==> src/rtl/refill_arbiter_if.sv <==
// refill_arbiter_if: cache refill ports plus the AXI4 read channel of the refill arbiter
// master: the arbiter side (takes cache requests, drives AR and R ready, returns the line)
// slave : the surrounding side (the two caches together with the AXI read slave)
// Parameters: OFFSET_LEN = log2 of line bytes, ADDR_W = address width
interface refill_arbiter_if #(
    parameter int OFFSET_LEN = 5,
    parameter int ADDR_W     = 32
);
    localparam int LINE_WORDS = 1 << (OFFSET_LEN - 2);
    logic                    i_req;
    logic [ADDR_W-1:0]       i_addr;
    logic                    i_gnt;
    logic                    d_req;
    logic [ADDR_W-1:0]       d_addr;
    logic                    d_gnt;
    logic [32*LINE_WORDS-1:0] line_data;
    logic [3:0]              arid;
    logic [ADDR_W-1:0]       araddr;
    logic [7:0]              arlen;
    logic [2:0]              arsize;
    logic [1:0]              arburst;
    logic                    arvalid;
    logic                    arready;
    logic [31:0]             rdata;
    logic                    rlast;
    logic                    rvalid;
    logic                    rready;
    modport master (
        input  i_req, i_addr, d_req, d_addr, arready, rdata, rlast, rvalid,
        output i_gnt, d_gnt, line_data, arid, araddr, arlen, arsize, arburst, arvalid, rready
    );
    modport slave (
        output i_req, i_addr, d_req, d_addr, arready, rdata, rlast, rvalid,
        input  i_gnt, d_gnt, line_data, arid, araddr, arlen, arsize, arburst, arvalid, rready
    );
endinterface

==> src/rtl/refill_arbiter.sv <==
// refill_arbiter: shares one AXI4 read channel between the I-cache and D-cache line refills
// Ports: clk, rst_n (async active-low), bus (refill_arbiter_if.master):
//   i_req/i_addr/i_gnt, d_req/d_addr/d_gnt : per-cache refill request, line address, grant pulse
//   line_data                               : shared line buffer, word k at [32k+31:32k]
//   ar*/r*                                  : AXI4 read address and read data channels
// Define REFILL_RR_EN for round-robin arbitration; otherwise D-cache has fixed priority.
module refill_arbiter #(
    parameter int OFFSET_LEN = 5,
    parameter int ADDR_W     = 32
) (
    input  logic             clk,
    input  logic             rst_n,
    refill_arbiter_if.master bus
);
    localparam int LINE_WORDS = 1 << (OFFSET_LEN - 2);
    localparam int CNT_W      = OFFSET_LEN - 2;
    typedef enum logic [1:0] {IDLE, AR, R, DONE} state_t;
    state_t                      state, state_nx;
    logic [CNT_W-1:0]            cnt;
    logic [LINE_WORDS-1:0][31:0] line_q;
    logic [ADDR_W-1:0]           addr_sel;
    logic                        owner;
    logic                        pick_d;
    logic                        any_req;
    logic                        beat;
    logic                        last_beat;
`ifdef REFILL_RR_EN
    logic last_owner;
    // when both request, the one not served last time wins
    assign pick_d = bus.d_req && (!bus.i_req || !last_owner);
    always_ff @(posedge clk or negedge rst_n) begin
        if (!rst_n)
            last_owner <= 1'b0;
        else if (state == DONE)
            last_owner <= owner;
    end
`else
    assign pick_d = bus.d_req;
`endif
    assign any_req   = bus.i_req || bus.d_req;
    assign addr_sel  = pick_d ? bus.d_addr : bus.i_addr;
    assign beat      = bus.rvalid && bus.rready;
    // an all-ones counter means this beat fills the last word even if rlast never comes
    assign last_beat = beat && (bus.rlast || &cnt);
    assign bus.line_data = line_q;
    assign bus.arlen     = 8'(LINE_WORDS - 1);
    assign bus.arsize    = 3'b010;
    assign bus.arburst   = 2'b01;
    always_comb begin
        state_nx    = state;
        bus.arvalid = 1'b0;
        bus.rready  = 1'b0;
        bus.i_gnt   = 1'b0;
        bus.d_gnt   = 1'b0;
        unique case (state)
            IDLE:    state_nx = any_req ? AR : IDLE;
            AR:      state_nx = bus.arready ? R : AR;
            R:       state_nx = last_beat ? DONE : R;
            default: state_nx = IDLE;
        endcase
        bus.arvalid = state == AR;
        bus.rready  = state == R;
        bus.i_gnt   = state == DONE && !owner;
        bus.d_gnt   = state == DONE && owner;
    end
    always_ff @(posedge clk or negedge rst_n) begin
        if (!rst_n) begin
            state      <= IDLE;
            cnt        <= '0;
            line_q     <= '0;
            owner      <= 1'b0;
            bus.araddr <= '0;
            bus.arid   <= '0;
        end else begin
            state <= state_nx;
            if (state == IDLE && any_req) begin
                bus.araddr <= addr_sel;
                bus.arid   <= {3'b000, pick_d};
                owner      <= pick_d;
            end
            if (state == AR && bus.arready)
                cnt <= '0;
            if (beat) begin
                line_q[cnt] <= bus.rdata;
                cnt         <= cnt + 1'b1;
            end
        end
    end
endmodule

==> src/flat_wrapper.sv <==
// flat-port wrapper written by rule: the top's interface ports become plain ports
module refill_arbiter_flat 
#(
    parameter int OFFSET_LEN = 5,
    parameter int ADDR_W     = 32
)
  (clk, rst_n, bus_i_req, bus_i_addr, bus_d_req, bus_d_addr, bus_arready, bus_rdata, bus_rlast, bus_rvalid, bus_i_gnt, bus_d_gnt, bus_line_data, bus_arid, bus_araddr, bus_arlen, bus_arsize, bus_arburst, bus_arvalid, bus_rready);
  refill_arbiter_if #(.OFFSET_LEN(OFFSET_LEN), .ADDR_W(ADDR_W)) bus_i ();
  input  logic clk;
  input  logic rst_n;
  input wire logic [$bits(bus_i.i_req)-1:0] bus_i_req;
  input wire logic [$bits(bus_i.i_addr)-1:0] bus_i_addr;
  input wire logic [$bits(bus_i.d_req)-1:0] bus_d_req;
  input wire logic [$bits(bus_i.d_addr)-1:0] bus_d_addr;
  input wire logic [$bits(bus_i.arready)-1:0] bus_arready;
  input wire logic [$bits(bus_i.rdata)-1:0] bus_rdata;
  input wire logic [$bits(bus_i.rlast)-1:0] bus_rlast;
  input wire logic [$bits(bus_i.rvalid)-1:0] bus_rvalid;
  output wire logic [$bits(bus_i.i_gnt)-1:0] bus_i_gnt;
  output wire logic [$bits(bus_i.d_gnt)-1:0] bus_d_gnt;
  output wire logic [$bits(bus_i.line_data)-1:0] bus_line_data;
  output wire logic [$bits(bus_i.arid)-1:0] bus_arid;
  output wire logic [$bits(bus_i.araddr)-1:0] bus_araddr;
  output wire logic [$bits(bus_i.arlen)-1:0] bus_arlen;
  output wire logic [$bits(bus_i.arsize)-1:0] bus_arsize;
  output wire logic [$bits(bus_i.arburst)-1:0] bus_arburst;
  output wire logic [$bits(bus_i.arvalid)-1:0] bus_arvalid;
  output wire logic [$bits(bus_i.rready)-1:0] bus_rready;
  assign bus_i.i_req = bus_i_req;
  assign bus_i.i_addr = bus_i_addr;
  assign bus_i.d_req = bus_d_req;
  assign bus_i.d_addr = bus_d_addr;
  assign bus_i.arready = bus_arready;
  assign bus_i.rdata = bus_rdata;
  assign bus_i.rlast = bus_rlast;
  assign bus_i.rvalid = bus_rvalid;
  assign bus_i_gnt = bus_i.i_gnt;
  assign bus_d_gnt = bus_i.d_gnt;
  assign bus_line_data = bus_i.line_data;
  assign bus_arid = bus_i.arid;
  assign bus_araddr = bus_i.araddr;
  assign bus_arlen = bus_i.arlen;
  assign bus_arsize = bus_i.arsize;
  assign bus_arburst = bus_i.arburst;
  assign bus_arvalid = bus_i.arvalid;
  assign bus_rready = bus_i.rready;
  refill_arbiter #(.OFFSET_LEN(OFFSET_LEN), .ADDR_W(ADDR_W)) u_core (.clk(clk), .rst_n(rst_n), .bus(bus_i));
endmodule
==> config.mk <==
export PLATFORM = sky130hd
export DESIGN_NAME = refill_arbiter_flat
export DESIGN_NICKNAME = d
export VERILOG_FILES = /design/src/rtl/refill_arbiter_if.sv /design/src/rtl/refill_arbiter.sv /design/src/flat_wrapper.sv
export SDC_FILE = /design/constraint.sdc
export NUM_CORES = 1
export LEC_CHECK = 0
export ABC_AREA = 1
export CORE_AREA = 2 2 160 162
export CTS_CLUSTER_DIAMETER = 200
export DETAILED_ROUTE_END_ITERATION = 12
export DIE_AREA = 0 0 162 164
export DONT_BUFFER_PORTS = 1
export PLACE_DENSITY_LB_ADDON = 0.25
export REMOVE_ABC_BUFFERS = 1
export SYNTH_ARGS = -nofsm -noshare
export SYNTH_HDL_FRONTEND = slang
export SYNTH_SLANG_ARGS = --single-unit
==> constraint.sdc <==
create_clock -name clk -period 2.2 [get_ports clk]
set_input_delay 0.22 -clock clk [delete_from_list [all_inputs] [get_ports clk]]
set_output_delay 0.22 -clock clk [all_outputs]
set_load 0.05 [all_outputs]
==> impl_metrics.py, run 1 <==
metrics = {
    "outcome": {
        "outcome": "complete, but fails checks",
        "violations": "hold timing",
    },
    "clock_network": {
        "clkSinkCount": 294,
        "holdBufCountCts": 103,
        "cts-buffers-inserted": 30,
        "cts_max_path_buffers": 3,
        "clk_pin_slew_ns": 0.06,
        "htree_levels": 1,
        "clkLatencyLatePin_ns": 0.56,
        "root_buffer": "clkbuf_16",
        "cts_tree": "built",
    },
    "power": {
        "pwr-share-comb_pct": 13.4,
        "switching_share_pct": 52.5,
        "p_switching_mw": 12.1,
        "powerDensity_nw_per_um2": 1640,
        "power_mw": 23.0,
        "pwr-share-clk_pct": 20.7,
        "power.internal_mw": 10.9,
        "peakVddDrop_v": 0.000857,
        "seqPwrFrac_pct": 65.8,
        "p_leak_nw": 7.75,
    },
    "sta": {
        "rsz0062_at_grt": "no",
        "tightest_slew_ns": 1.08,
        "fmax_ghz": 0.492,
        "slew_violations": 0,
        "period_share_pct": 92.5,
        "min_period_ns": 2.03,
        "setup_ws_ns": 0.166,
        "hold_slack_ns": -0.641,
        "finClkSkew_ns": 0.0160,
        "relSlewSlack_pct": 27.6,
        "hold_viol_final": 294,
        "setup_viol": 0,
    },
    "routing": {
        "drc": 0,
        "avgViaCountPerCell": 5.20,
        "postRouteAntennaNets": 0,
        "drt_wl_total_mm": 37.5,
        "vias": 9613,
        "detail_route.wl_per_cell_um": 20.3,
        "drtPass1Iterations": 5,
        "first_iter_violations": 865,
    },
    "cells_and_area": {
        "drive_above_1_share_pct": 5.60,
        "diodes": 0,
        "multi_input_area_um2": 4110,
        "final_cell_mix": "nand2_1 (916), dfrtp_1 (294), dlygate4sd3_1 (103)",
        "nFillCells": 2189,
        "final_common_cell": "nand2_1",
        "syn_to_final_growth_pct": 17.5,
        "ff_latch_area_um2": 7360,
        "fin_cells": 1849,
        "fin_nets": 1603,
    },
    "place": {
        "preCtsSetupSlack_ns": 0.117,
        "place_inst": 1692,
        "dp_hpwl_mm": 22.7,
        "io_buffers": 0,
        "place.gp.congestion": 0.823,
    },
    "floorplanning": {
        "coreArea_um2": 24800,
        "io_pins": 412,
        "start_util_pct": 48.2,
        "rows": 58,
        "die_height_um": 164,
        "die_w_um": 162,
        "die_area_um2": 26600,
    },
    "global_route": {
        "globalRouteOverflowTotal": 0,
        "grtUsageTotal_pct": 27.3,
        "grt_max_degree": 295,
        "grt_pass1_vias": 9252,
        "antenna_found_initial": 0,
        "grt_pass1_wl_mm": 55.8,
    },
    "yosys": {
        "yosysTopAreaCellShare_pct": 61.5,
        "synth.area.top_cells": "dfrtp_1 (61%), nand2_1 (29%), nand3_1 (1.7%), buf_2 (1.6%), o21ai_0 (1.5%)",
        "syn_inst": 1443,
        "syn_avg_cell_area_um2": 8.29,
        "synth_top_cell_by_area": "dfrtp_1",
        "yosysWarnings": 0,
        "ys_ff_latch": 294,
        "syn-cell-area_um2": 12000,
        "seq_area_frac_synth_pct": 61.5,
        "yosysUniqueCellTypes": 19,
    },
    "setup_path": {
        "endpoint_kind": "register",
        "worstPathMaxFanout": 20,
        "cp.arrival_ns": 2.52,
        "cp.required_ns": 2.69,
        "crit_type": "reg -> reg",
        "setup.worst_path.start_class": "register",
    },
    "worst_hold_path": {
        "hold_path.class": "in -> async",
    },
    "flow_run": {
        "max_cap_violations": 0,
    },
}
cell families (layout without fill, tap and decap cells):
| logic type | count (synthesis) | after routing | share of synthesized area (%) |
|---|---|---|---|
| AOI/OAI and AO/OA | 37 | 37 | 1.58 |
| adders and majority gates | 2 | 2 | 0.209 |
| buffers and inverters | 129 | 190 | 5.32 |
| DFF | 294 | 294 | 61.5 |
| other | 2 | 16 | 0.0628 |
| and+or+nand+nor | 979 | 980 | 31.3 |
timing repair:
| item | 4_1_cts | 5_1_grt |
|---|---|---|
| setup buffers | 0 | 0 |
| hold endpoints to repair | 587 | 294 |
| endpoints found under the setup margin | 0 | 75 |
| resized for setup | 0 | 2 |
synth_stat cells:
master and number:
clkbuf_2 30, nor2_2 4, inv_1 8, or2_2 1
o21ai_2 1, clkbuf_1 33, nor3_1 1, nor2_4 1
and3_1 1, nor2_1 13, ha_1 2, conb_1 2
nand3_1 40, inv_2 2, buf_2 38, o21ai_0 36
dfrtp_1 294, nand2_1 918, buf_4 18
area by class of cell:
cell class                      instances  share of cell area, %
Inverter                               10                  0.267
Sequential cell                       294                   52.3
Clock buffer                           47                   6.22
Clock inverter                          6                  0.329
Timing Repair Buffer                  127                   8.70
Multi-Input combinational cell       1035                   29.2
Tap cell                              330                   2.94
sequential cells by signal (all words and copies together) (netlist names):
register	flops
u_core.state	2
u_core.cnt	3
u_core.bus.line_data	256
u_core.bus.araddr	32
u_core.owner	1
per-stage QoR:
step	utilization [%]	area [um2]	setup TNS [ns]
floorplan	-	11400	-47.88
global placement	48.7	12100	0
detailed placement	48.7	12100	0
CTS	56.6	14000	0
global route	56.7	14100	0
finish	56.7	14100	0
routing by layer:
metal,wire [um],share of wire (%),track usage (%),up-vias
li1,-,-,-,4442
met1,14400,38,33.4,4585
met2,18300,49,47.3,520
met3,3710,9.9,7.17,66
met4,1080,2.9,8.69,0
met5,0,0,0,-
worst max-delay path, cell delays in order, from the launching register on:
cell and delay (ns):
dfrtp_1 0.41, inv_2 0.11, nand2_1 0.16, nor2_4 0.24, buf_4 0.31, nand2_1 0.12, nand3_1 0.08, dlygate4sd3_1 0.54
path summary, 6_finish.rpt:
check | endpoint | from | depth (start not counted) | slack, ns
max | u_core.state[0] | u_core.state[0] | 7 | 0.17
min | u_core.bus.line_data[180] | rst_n | 0 | -0.64
max reg2reg | u_core.state[0] | u_core.state[0] | 7 | 0.17
min reg2reg | u_core.owner | u_core.owner | 2 | 0.60
max in group asynchronous | u_core.bus.line_data[210] | rst_n | 0 | 2.07
min in group clk | u_core.owner | bus_d_req | 2 | 0.10
power groups by stage:
stage	combinational (mW)	sequential [mW]	clock, mW
CTS	3.05	15.2	4.86
floorplan	2.04	14.6	0
global route	3.55	15.4	5.07
global placement	2.66	15.3	0
detailed placement	2.80	15.2	0
finish	3.09	15.2	4.77
Note: power is estimated with default switching activity, not from simulation.
==> run 2: changes to the inputs <==
--- a/config.mk
+++ b/config.mk
@@ -6,10 +6,11 @@
 export NUM_CORES = 1
 export LEC_CHECK = 0
 export ABC_AREA = 1
-export CORE_AREA = 2 2 160 162
+export CORE_ASPECT_RATIO = 0.6
+export CORE_MARGIN = 2
+export CORE_UTILIZATION = 55
 export CTS_CLUSTER_DIAMETER = 200
 export DETAILED_ROUTE_END_ITERATION = 12
-export DIE_AREA = 0 0 162 164
 export DONT_BUFFER_PORTS = 1
 export PLACE_DENSITY_LB_ADDON = 0.25
 export REMOVE_ABC_BUFFERS = 1
==> run 2 against run 1 <==
The flow finishes with violations (DRC, hold timing). Cell count decreased by 2.8%. Clock power rose by 4%. Largest power group unchanged. Register-to-register slack improved by 0.32 ns. Clock-buffer cell count shrank 12. Largest cell class unchanged. Cell area shrank 0.35%. Die area is 13% lower.
==> impl_metrics.py, run 2 (same netlist as run 1, synthesis figures left out) <==
metrics = {
    "outcome": {
        "outcome": "complete, but fails checks",
        "violations": "DRC, hold timing",
    },
    "floorplanning": {
        "coreArea_um2": 21200,
        "start_util_pct": 56.5,
        "io_pins": 412,
        "die_w_um": 194,
        "die_height_um": 118,
        "rows": 41,
        "die_area_um2": 23000,
    },
    "global_route": {
        "grtUsageTotal_pct": 32.8,
        "antenna_found_initial": 0,
        "globalRouteOverflowTotal": 0,
        "grt_pass1_vias": 9829,
        "grt_max_degree": 295,
        "grt_pass1_wl_mm": 58.3,
    },
    "cells_and_area": {
        "final_common_cell": "nand2_1",
        "fin_nets": 1607,
        "ff_latch_area_um2": 7360,
        "final_cell_mix": "nand2_1 (916), dfrtp_1 (294), dlygate4sd3_1 (96)",
        "diodes": 0,
        "largest_register_ffs": 256,
        "drive_above_1_share_pct": 6.32,
        "multi_input_area_um2": 4090,
        "syn_to_final_growth_pct": 17.1,
        "nFillCells": 1691,
    },
    "clock_network": {
        "clkLatencyLatePin_ns": 0.53,
        "post-cts-setup-buffers": 0,
        "cts_max_path_buffers": 3,
        "cts_tree": "built",
        "cts-buffers-inserted": 26,
        "htree_levels": 1,
        "holdBufCountCts": 97,
        "clkSinkCount": 294,
        "clk_pin_slew_ns": 0.07,
        "root_buffer": "clkbuf_16",
    },
    "place": {
        "dp_hpwl_mm": 23.8,
        "io_buffers": 0,
        "place.gp.congestion": 0.829,
    },
    "routing": {
        "drc": 21,
        "drtPass1Iterations": 11,
        "detail_route.wl_per_cell_um": 20.8,
        "drt_wl_total_mm": 37.3,
        "vias": 9778,
        "postRouteAntennaNets": 0,
        "avgViaCountPerCell": 5.44,
        "first_iter_violations": 998,
    },
    "flow_run": {
        "max_cap_violations": 0,
    },
    "power": {
        "p_leak_nw": 7.81,
        "powerDensity_nw_per_um2": 1650,
        "peakVddDrop_v": 0.000959,
    },
    "setup_path": {
        "setup.worst_path.start_class": "register",
        "slowest_stage": "dfrtp_1",
        "cp.arrival_ns": 1.85,
        "path_delay_family": "flip-flops",
        "crit_type": "reg -> out",
        "endpoint_kind": "primary output",
        "worstPathMaxFanout": 4,
        "path_buf_inv": 0,
        "crit_start": "u_core.owner",
        "cp.required_ns": 1.98,
        "worstPathCellList": "and3_1",
        "crit_path_max_incr_delay_ns": 0.73,
        "r2r-start": "u_core.state[0]",
    },
    "sta": {
        "tightest_slew_ns": 0.959,
        "slew_violations": 0,
        "finClkSkew_ns": 0.0112,
        "min_period_ns": 2.07,
        "fmax_ghz": 0.482,
        "rsz0062_at_grt": "no",
        "hold_slack_ns": -0.613,
        "hold_viol_final": 294,
        "period_share_pct": 94.2,
        "finalSetupTns_ns": 0,
        "setup_viol": 0,
        "relSlewSlack_pct": 36.0,
    },
    "worst_hold_path": {
        "hold_path.class": "in -> async",
    },
}
==> run 2: repair_timing <==
item                                   in CTS  in global routing
resized for setup                           0                  1
setup endpoints to repair                   0                  1
endpoints found under the hold margin     584                294
==> run 2: worst paths after layout <==
kind	cells after the start	slack, ns	endpoint
worst min-delay path	0	-0.61	u_core.bus.araddr[6]
max in group asynchronous	0	2.25	u_core.bus.line_data[130]
worst max-delay path	1	0.13	bus_d_gnt
worst max register to register	8	0.49	u_core.bus.line_data[71]
min in group clk	3	0.02	u_core.bus.araddr[14]
worst min register to register	2	0.60	u_core.state[1]
==> run 2: metal layers <==
| metal | part of all wire, % | global-route usage (%) | up-vias |
|---|---|---|---|
| met2 | 45 | 50.8 | 495 |
| li1 | - | - | 4442 |
| met1 | 40 | 43.4 | 4748 |
| met5 | 0 | 0 | - |
| met4 | 3.2 | 10.8 | 0 |
| met3 | 12 | 11.7 | 93 |
==> run 2: report_power, final <==
group	internal (mW)	switching (mW)	leakage (nW)
combinational	1.07	1.95	3.47
clock	2.93	2.01	0.447
sequential	7.11	8.10	3.89
total	11.1	12.1	7.81
==> run 2: cell type report <==
class / count / share of cell area, %
well taps: 279 / 2.49
clock buffers: 35 / 5.25
flip-flops and latches: 294 / 52.5
clock inverters: 10 / 1.29
inverters: 10 / 0.268
multi-input cells: 1034 / 29.2
repair buffers: 136 / 9.03
==> run 2: through the flow <==
| stage | setup WS (ns) | power [mW] | cells | utilization [%] | cell area, um2 |
|---|---|---|---|---|---|
| after floorplan | -0.476 | 16.7 | 1338 | - | 11400 |
| after global placement | 0.555 | 17.9 | 1656 | 57.2 | 12100 |
| after detailed placement | 0.517 | 18.0 | 1656 | 57.2 | 12100 |
| after CTS | 0.0840 | 23.2 | 1798 | 66.1 | 14000 |
| after global routing | 0.0930 | 24.1 | 1798 | 66.1 | 14000 |
| final | 0.127 | 23.2 | 1798 | 66.1 | 14000 |
==> run 3: changes to the inputs <==
--- a/config.mk
+++ b/config.mk
@@ -8,7 +8,7 @@
 export ABC_AREA = 1
 export CORE_ASPECT_RATIO = 0.6
 export CORE_MARGIN = 2
-export CORE_UTILIZATION = 55
+export CORE_UTILIZATION = 57
 export CTS_CLUSTER_DIAMETER = 200
 export DETAILED_ROUTE_END_ITERATION = 12
 export DONT_BUFFER_PORTS = 1
==> constraint.sdc (replaced) <==
create_clock -name clk -period 1.8 [get_ports clk]
set_input_delay 0.18 -clock clk [delete_from_list [all_inputs] [get_ports clk]]
set_output_delay 0.18 -clock clk [all_outputs]
set_load 0.05 [all_outputs]
==> run 3 against run 2 <==
The flow finishes with violations (hold timing). Global-route usage up 1.2 points. Total power grew 21%. Worst setup slack got worse by 0.037 ns. Critical path depth is 1 higher. Hold slack worse by 0.038 ns. Critical path type unchanged. Highest routed layer unchanged.
==> impl_metrics.py, run 3 (same netlist as run 1, synthesis figures left out) <==
metrics = {
    "routing": {
        "detail_route.wl_per_cell_um": 21.0,
        "first_iter_violations": 1120,
        "drc": 0,
        "drtPass1Iterations": 5,
        "postRouteAntennaNets": 0,
        "avgViaCountPerCell": 5.58,
        "vias": 10109,
        "drt_wl_total_mm": 38.1,
    },
    "clock_network": {
        "holdBufCountCts": 99,
        "clk_pin_slew_ns": 0.07,
        "cts_tree": "built",
        "clkLatencyLatePin_ns": 0.52,
        "clkSinkCount": 294,
        "htree_levels": 1,
        "cts_max_path_buffers": 3,
        "post-cts-setup-buffers": 0,
        "cts-buffers-inserted": 26,
        "root_buffer": "clkbuf_16",
    },
    "global_route": {
        "grt_pass1_wl_mm": 57.6,
        "antenna_found_initial": 1,
        "grtUsageTotal_pct": 34.0,
        "grt_max_degree": 295,
        "grt_pass1_vias": 9848,
        "globalRouteOverflowTotal": 0,
    },
    "power": {
        "powerDensity_nw_per_um2": 1980,
        "p_leak_nw": 7.85,
        "peakVddDrop_v": 0.00141,
    },
    "sta": {
        "fmax_ghz": 0.585,
        "finClkSkew_ns": 0.00944,
        "setup_viol": 0,
        "slew_violations": 0,
        "rsz0062_at_grt": "no",
        "tightest_slew_ns": 1.31,
        "hold_viol_final": 294,
        "min_period_ns": 1.71,
        "relSlewSlack_pct": 12.4,
        "hold_slack_ns": -0.651,
        "period_share_pct": 95.0,
    },
    "place": {
        "place.gp.congestion": 0.834,
        "placed_cell_area_um2": 12300,
        "dp_hpwl_mm": 23.9,
        "io_buffers": 0,
    },
    "setup_path": {
        "endpoint_kind": "primary output",
        "cp.arrival_ns": 1.53,
        "setup.worst_path.start_class": "register",
        "crit_path_max_incr_delay_ns": 0.45,
        "rrSetupSlack_ns": 0.14,
        "crit_type": "reg -> out",
        "worstPathMaxFanout": 6,
        "slowest_stage": "dfrtp_2",
        "path_delay_family": "flip-flops",
        "path_buf_inv": 1,
        "worstPathCellList": "nand2_1, clkinvlp_4",
        "cp.required_ns": 1.62,
    },
    "floorplanning": {
        "start_util_pct": 59.0,
        "die_height_um": 116,
        "rows": 40,
        "coreArea_um2": 20300,
        "io_pins": 412,
        "die_area_um2": 22200,
        "die_w_um": 191,
    },
    "cells_and_area": {
        "syn_to_final_growth_pct": 18.1,
        "drive_above_1_share_pct": 7.22,
        "final_common_cell": "nand2_1",
        "design_area_um2": 14100,
        "largest_register_ffs": 256,
        "fin_nets": 1623,
        "utilization_pct": 69.7,
        "final_cell_mix": "nand2_1 (918), dfrtp_1 (293), dlygate4sd3_1 (98)",
    },
    "outcome": {
        "violations": "hold timing",
        "outcome": "complete, but fails checks",
    },
    "worst_hold_path": {
        "hold_path.class": "in -> async",
    },
    "flow_run": {
        "max_cap_violations": 0,
    },
}
[run 3: layer usage]
metal  global-route usage, %  vias up  part of all wire, %
met4                    11.7        0                  3.2
met1                    44.8     4875                   38
met2                    53.1      639                   46
met5                       0        -                    0
met3                    12.0      114                   14
li1                        -     4481                    -
[run 3: metrics by stage]
step | cells | power, mW | hold slack, ns | setup WS [ns] | TNS [ns]
global route | 1811 | 29.0 | -0.668 | 0.0201 | 0
CTS | 1810 | 27.9 | -0.667 | 0.0609 | 0
floorplan | 1338 | 20.4 | -0.116 | -0.876 | -147.57
global placement | 1664 | 21.8 | -0.112 | 0.186 | 0
finish | 1811 | 28.0 | -0.651 | 0.0896 | 0
detailed placement | 1664 | 22.1 | -0.112 | 0.136 | 0
[run 3: final timing paths]
path	startpoint	to	depth (start not counted)
min in group clk	bus_i_req	u_core.state[0]	3
worst max-delay path	u_core.state[1]	bus_rready	2
worst max register to register	u_core.state[0]	u_core.bus.line_data[65]	7
worst min-delay path	rst_n	u_core.bus.araddr[17]	0
worst min register to register	u_core.bus.line_data[225]	u_core.bus.line_data[225]	2
max in group asynchronous	rst_n	u_core.state[1]	0
[run 3: timing repair]
| item | in CTS | in global routing |
|---|---|---|
| setup endpoints to repair | 0 | 36 |
| gates resized for setup | 0 | 4 |
| endpoints found under the hold margin | 588 | 294 |
[run 3: final cells by class]
cell class / count / area [um2]
diodes: 1 / 2.50
clock buffers: 38 / 767
clock inverters: 9 / 78.8
fillers: 1480 / 6140
inverters: 10 / 41.3
multi-input cells: 1034 / 4090
flip-flops and latches: 294 / 7360
well taps: 273 / 342
repair buffers: 152 / 1450
[run 3: report_power, final]
part           internal, mW  total, mW  switching [mW]
clock                  3.11       5.57            2.47
sequential             8.69       18.4            9.69
combinational          1.37       4.02            2.65
total                  13.2       28.0            14.8
